[src/rtl/fft_bitrev_loader.sv]
// fft_bitrev_loader -- bit-reversal input stage ahead of butterfly_sum.
//
// Accepts a frame of N = 2**N_LOG2 packed complex samples in natural order.
// Each sample is written to the bit-reversed address of its arrival index.
// The frame is then drained as N/2 first-stage butterfly operand pairs
// (mem[2k], mem[2k+1]). Every pair carries the stage-1 twiddles (+1, -1),
// so butterfly_sum produces A+B and A-B directly. FILL and DRAIN never
// overlap, so one frame takes N + N/2 cycles.
//
// Optional build macro BITREV_SCALE_EN: each component is arithmetically
// shifted right by one before it is stored (1/2 input scaling). Without the
// macro, samples are stored bit-exact. Handshake and timing are the same in
// both builds.
//
// Ports:
//   i_CLK       clock, rising edge
//   i_RST       asynchronous reset, active low
//   i_valid     upstream sample valid
//   o_ready     loader can accept a sample (FILL, out of reset)
//   i_sample    packed complex sample {real, imag}
//   o_valid     operand pair valid (DRAIN)
//   i_ready     downstream accepts the pair
//   o_A, o_B    operands mem[2k], mem[2k+1] (0 when o_valid is low)
//   o_twiddleA  {TW_ONE, 0} while o_valid, else 0
//   o_twiddleB  {-TW_ONE, 0} while o_valid, else 0
//   o_last      final pair of the frame
module fft_bitrev_loader #(
  parameter int N_LOG2   = 3,
  parameter int WORD_SZ  = 32,
  parameter int WORD_MID = 16,
  parameter int TW_ONE   = 64
) (
  input  logic               i_CLK,
  input  logic               i_RST,
  input  logic               i_valid,
  output logic               o_ready,
  input  logic [WORD_SZ-1:0] i_sample,
  output logic               o_valid,
  input  logic               i_ready,
  output logic [WORD_SZ-1:0] o_A,
  output logic [WORD_SZ-1:0] o_B,
  output logic [WORD_SZ-1:0] o_twiddleA,
  output logic [WORD_SZ-1:0] o_twiddleB,
  output logic               o_last
);

  localparam int N    = 1 << N_LOG2;
  // With N_LOG2 = 1 there is a single pair; keep a 1-bit counter pinned at 0.
  localparam int RD_W = (N_LOG2 > 1) ? N_LOG2 - 1 : 1;
  localparam int TW_W = WORD_SZ - WORD_MID;

  localparam logic [TW_W-1:0] TW_POS = TW_W'(TW_ONE);
  localparam logic [TW_W-1:0] TW_NEG = TW_W'(-TW_ONE);

  localparam logic [0:0] FILL  = 1'b0;
  localparam logic [0:0] DRAIN = 1'b1;

  logic [0:0]                  state;
  logic                        live;     // low until the first edge after reset
  logic [N_LOG2-1:0]           wr_cnt;
  logic [RD_W-1:0]             rd_cnt;
  logic [N-1:0][WORD_SZ-1:0]   mem;
  logic [WORD_SZ-1:0]          wdata;
  logic [N_LOG2-1:0]           a_idx, b_idx;
  logic                        wr_en, rd_fire, last_pair;

  function automatic logic [N_LOG2-1:0] bitrev(input logic [N_LOG2-1:0] x);
    logic [N_LOG2-1:0] r;
    for (int i = 0; i < N_LOG2; i++) r[i] = x[N_LOG2-1-i];
    return r;
  endfunction

`ifdef BITREV_SCALE_EN
  // Sign-extending shift per component; the dropped LSBs are intentionally lost.
  assign wdata = {i_sample[WORD_SZ-1],  i_sample[WORD_SZ-1:WORD_MID+1],
                  i_sample[WORD_MID-1], i_sample[WORD_MID-1:1]};
  logic unused_lsbs;
  assign unused_lsbs = i_sample[WORD_MID] ^ i_sample[0];
`else
  assign wdata = i_sample;
`endif

  assign o_ready   = live && (state == FILL);
  assign o_valid   = (state == DRAIN);
  assign wr_en     = i_valid && o_ready;
  assign rd_fire   = o_valid && i_ready;
  assign last_pair = (rd_cnt == RD_W'(N/2 - 1));

  // Pair k lives at addresses 2k and 2k+1; the cast drops the counter's
  // unused bit when N_LOG2 = 1.
  assign a_idx = N_LOG2'({rd_cnt, 1'b0});
  assign b_idx = a_idx | N_LOG2'(1);

  assign o_A        = o_valid ? mem[a_idx] : '0;
  assign o_B        = o_valid ? mem[b_idx] : '0;
  assign o_twiddleA = o_valid ? {TW_POS, {WORD_MID{1'b0}}} : '0;
  assign o_twiddleB = o_valid ? {TW_NEG, {WORD_MID{1'b0}}} : '0;
  assign o_last     = o_valid && last_pair;

  always_ff @(posedge i_CLK or negedge i_RST) begin
    if (!i_RST) begin
      state  <= FILL;
      live   <= 1'b0;
      wr_cnt <= '0;
      rd_cnt <= '0;
    end else begin
      live <= 1'b1;
      case (state)
        FILL: begin
          if (wr_en) begin
            wr_cnt <= wr_cnt + 1'b1;  // wraps to 0 after N-1
            if (wr_cnt == N_LOG2'(N - 1)) state <= DRAIN;
          end
        end
        default: begin
          if (rd_fire) begin
            if (last_pair) begin
              rd_cnt <= '0;
              state  <= FILL;
            end else begin
              rd_cnt <= rd_cnt + 1'b1;
            end
          end
        end
      endcase
    end
  end

  always_ff @(posedge i_CLK or negedge i_RST) begin
    if (!i_RST) mem <= '0;
    else if (wr_en) mem[bitrev(wr_cnt)] <= wdata;
  end

endmodule

[config.mk]
export PLATFORM = sky130hd
export DESIGN_NAME = fft_bitrev_loader
export DESIGN_NICKNAME = d
export VERILOG_FILES = /design/src/rtl/fft_bitrev_loader.sv
export SDC_FILE = /design/constraint.sdc
export NUM_CORES = 1
export LEC_CHECK = 0
export CORE_MARGIN = 5
export CORE_UTILIZATION = 39
export DETAILED_ROUTE_END_ITERATION = 12
export PLACE_DENSITY = 0.68
export SYNTH_ARGS = -nofsm -noshare
export SYNTH_HDL_FRONTEND = slang
export SYNTH_SLANG_ARGS = --single-unit
[constraint.sdc]
create_clock -name i_CLK -period 2.3 [get_ports i_CLK]
set_input_delay 0.575 -clock i_CLK [delete_from_list [all_inputs] [get_ports i_CLK]]
set_output_delay 0.575 -clock i_CLK [all_outputs]
set_load 0.005 [all_outputs]
[Word level (Yosys, flattened, before mapping)]
Cells that the tools add are included.
Cells by class
  equal/unequal tests: 2
  add/sub/neg operators: 2
  bitwise operators: 1
  order comparisons: 4
  reduce and logical (&&, ||, !) cells: 7
  multiplexer cells: 17
Operators by type and width (count)
  256-bit bitwise mux: 1
  32-bit 2-to-1 mux: 6
  32-bit binary-select mux with 2-bit select: 2
  32-bit demux with 3-bit select: 1
  23-bit 2-to-1 mux: 1
  3-bit by 4-bit less-than comparator with 1-bit output (second input constant): 3
  1-bit logical AND: 5
  1-bit 2-to-1 mux: 5
  2-bit AND reduction: 2
  3-bit by 1-bit adder with 3-bit output (second input constant): 1
  3-bit equality test (second input constant): 1
  3-bit by 1-bit greater-or-equal comparator with 1-bit output (second input constant): 1
  2-bit by 1-bit adder with 2-bit output (second input constant): 1
  2-bit equality test (second input constant): 1
  2-bit 2-to-1 mux: 1
  1-bit inverter: 1
Word-level totals
  bits in registers: 263
  output and inout port bits: 131

[Depth between registers and ports, before layout]
  depth after elaboration: 5
  depth in mapped cells: 7

[Worst setup path before layout]
Ideal clock, no wire load.
  path type: register -> output
  start: reg rd_cnt[0]
  end: out o_A[24]
  path buffers: 2
  slack: 208 ps
  stages on the path, launching flop included: 5
  arrival: 1517 ps
  cell sequence: dfrtp_1 -> buf_2 -> buf_4 -> mux4_2 -> and2_1
On the way
  cells in the longest elaborated chain, start to end: 3
RTL lines
  from (decl): line 61  | logic [RD_W-1:0] rd_cnt;
  from (signal assigned): line 121  | rd_cnt <= rd_cnt + 1'b1;
  32-bit binary-select mux with 2-bit select: line 94  | assign o_A = o_valid ? mem[a_idx] : '0;
  32-bit 2-to-1 mux (implied by the code): line 94
  32-bit 2-to-1 mux: line 94
  to (decl): line 40  | output logic [WORD_SZ-1:0] o_A,
No other way between the ends. The select of a mux whose other input is x is not followed.

[Worst setup path after layout]
  start: reg rd_cnt[0]
  end: out o_A[5]
Same word-level chain as after synthesis.

==> results.cfg <==
[clock_network]
clock_latency_ns = 0.55
clock-root-buffer = clkbuf_16
cts_sinks = 263
cts_inserted_buffers = 29
clockBufferDepth = 3
cts-htree-levels = 1
path_clk_slew_ns = 0.06
cts_tree = done

[layout]
num_antenna_cells = 0
final_area_um2 = 15600
drive_gt1_share_pct = 57.6
register_area_um2 = 6590
final_cells = 1381
nNetsFinal = 1008
fillers = 2664
multi_input_area_um2 = 5330
synthToLayoutAreaGrowth_pct = 26.5

[logic_synthesis]
seq_area_frac_synth_pct = 53.2
synth_edf_count = 0
yosysTopAreaCellShare_pct = 53.2
synth_area_leader_cell = dfrtp_1
synth_common_cells = dfrtp_1 (263), mux2_2 (245), buf_4 (70), and2_1 (65), mux4_2 (64)
yosysUniqueCellTypes = 26
synthFlopType = dfrtp_1
synthArstFlopShare_pct = 100
synth.most_common_cell = dfrtp_1
ys_seq_elements = 263
synth_area_um2 = 12400
syn_avg_cell_area_um2 = 15.5
ys.warnings.count = 0
syn_inst = 796
synthTopCellsByArea = dfrtp_1 (53%), mux2_2 (22%), mux4_2 (12%)

[sta]
timing.final.max_slew_violations = 0
fmax_ghz = 0.342
finalHoldViolations = 0
setup_ws_ns = -0.628
rsz0062_at_grt = yes
finalSetupViolations = 65
period_needed_ns = 2.93
finalCritPeriodShare_pct = 127
skew_ns = 0.0243

[power_and_ir_drop]
netSwitchingFraction_pct = 27.4
switchingPower_w = 0.00555
clockPowerShare_pct = 22.3
comb_power_share_pct = 39.5
p_leak_nw = 7.14
vdd_drop_max_v = 0.000611
pwr-share-seq_pct = 38.2
powerDensity_nw_per_um2 = 1300
p_int_w = 0.0147

[place]
place.gp.congestion = 0.722
placed_area_um2 = 14100
place_ws_ns = -0.188
dpl.cell_count = 1292
io_buffers = 113
hpwl_mm = 17.3

[setup_path]
r2r_cells = 6
crit-reg2reg-launch = o_valid
end_kind = output pin
required_ns = 1.73
startpoint_type = register
cp-startpoint = rd_cnt[0]
regToRegSetupSlack_ns = 0.20
crit_type = register to output pin
crit_arrival_ns = 2.35
cp_max_fo = 5
r2r_end = mem[191]

[outcome]
status = finished with violations
violations = negative setup slack

[floorplanning]
die_height_um = 188
num_rows = 65
dieArea_um2 = 35400
die_w_um = 188
io_pins = 167
initial_utilization_pct = 39.4
core_um2 = 31400

[grt]
grt_overflow_total = 0
grt_pass1_wl_mm = 44.9
grt_pass1_vias = 7650
grt_max_degree = 57
grt.total_usage_pct = 15.8
antenna_found_initial = 2

[worst_hold_path]
hold_depth = 1
min_to = mem[13]
min-delay-path-class = register to register
min-delay-start = mem[13]

[route]
drc = 0
vias_per_cell = 5.07
wl_per_cell_um = 20.3
finalWirelength_mm = 28.0
ant_nets = 0
vias = 7000
drtIter0Drc = 256
dr.pass1.iters = 4

[run]
maxCapViolCount = 0
==> layout make-up <==
type / count / share of cell area, %
repair buffers: 200 / 14.7
clock inverters: 8 / 0.776
inverters: 3 / 0.0720
clock buffers: 37 / 5.03
flip-flops and latches: 263 / 42.1
well taps: 402 / 3.22
multi-input cells: 468 / 34.1
==> cell usage in the layout (no fill, tap or decap), types with 18 or more instances in the layout <==
| cell | count |
|---|---|
| buf_4 | 24 |
| clkdlybuf4s50_1 | 42 |
| mux2_2 | 245 |
| buf_6 | 55 |
| and2_4 | 53 |
| clkbuf_16 | 30 |
| conb_1 | 54 |
| dfrtp_1 | 260 |
| buf_2 | 18 |
| mux4_2 | 64 |
| buf_12 | 27 |
==> through the flow <==
stage / total power, W / hold WS, ns / TNS, ns / util (%)
finish: 0.0203 / 0.485 / -31.69 / 49.8
global route: 0.0214 / 0.506 / -35.85 / 49.8
CTS: 0.0203 / 0.488 / -34.65 / 49.6
detailed placement: 0.0147 / 0.472 / -9.19 / 44.9
global placement: 0.0145 / 0.464 / -8.73 / 44.9
floorplan: 0.0122 / 0.279 / 0 / -
==> cells by family after synthesis <==
group,count (synthesis),synth area share (%)
compound gates,2,0.101
xor+xnor,1,0.0708
fa+ha+maj,7,0.708
buf+inv,117,6.57
flops,263,53.2
mux,322,35.2
other cells,2,0.0607
simple gates,82,4.11
==> worst max-delay path by stage <==
stage                     slack (ns)  cells past startpoint       to
after floorplan                 0.21                      4  o_A[24]
after global placement         -0.18                      4  o_B[17]
after detailed placement       -0.19                      4  o_A[25]
after CTS                      -0.69                      8   o_B[7]
after global routing           -0.70                      8   o_A[8]
final                          -0.63                      8   o_A[5]
==> worst max-delay path, stage by stage (launching register included) <==
cell and delay [ns]:
dfrtp_4 0.50, buf_12 0.14, buf_8 0.13, buf_16 0.13, buf_8 0.12, buf_8 0.12, mux4_2 0.40, and2_4 0.16
buf_6 0.11
==> metal layers <==
layer	share of wire (%)	up-vias	track usage, %	wire (um)
li1	-	3089	-	-
met1	46	3701	21.9	12700
met2	48	167	26.0	13400
met3	5.1	39	3.20	1430
met4	1.3	4	3.16	375
met5	0.11	-	0	32
==> flip-flops by register name, indices dropped and copies added (netlist names) <==
register and count:
mem 256, rd_cnt 2, wr_cnt 3, live 1, o_valid 1
==> timing repair <==
action                                 CTS  global route
pin swaps                               49            21
cloned                                   6             1
endpoints found under the hold margin   48             0
setup buffers                           32            12
hold buffers                             1             0
gates resized for setup                314            68
setup endpoints to repair               78            74
==> power groups by stage <==
stage          Sequential, W  Combinational, W  Clock (W)
2_1_floorplan        0.00741           0.00481          0
4_1_cts              0.00774           0.00794    0.00464
3_3_place_gp         0.00775           0.00671          0
6_report             0.00775           0.00800    0.00451
5_1_grt              0.00799           0.00865    0.00480
3_5_place_dp         0.00785           0.00682          0
(Power assumes the default switching activity.)
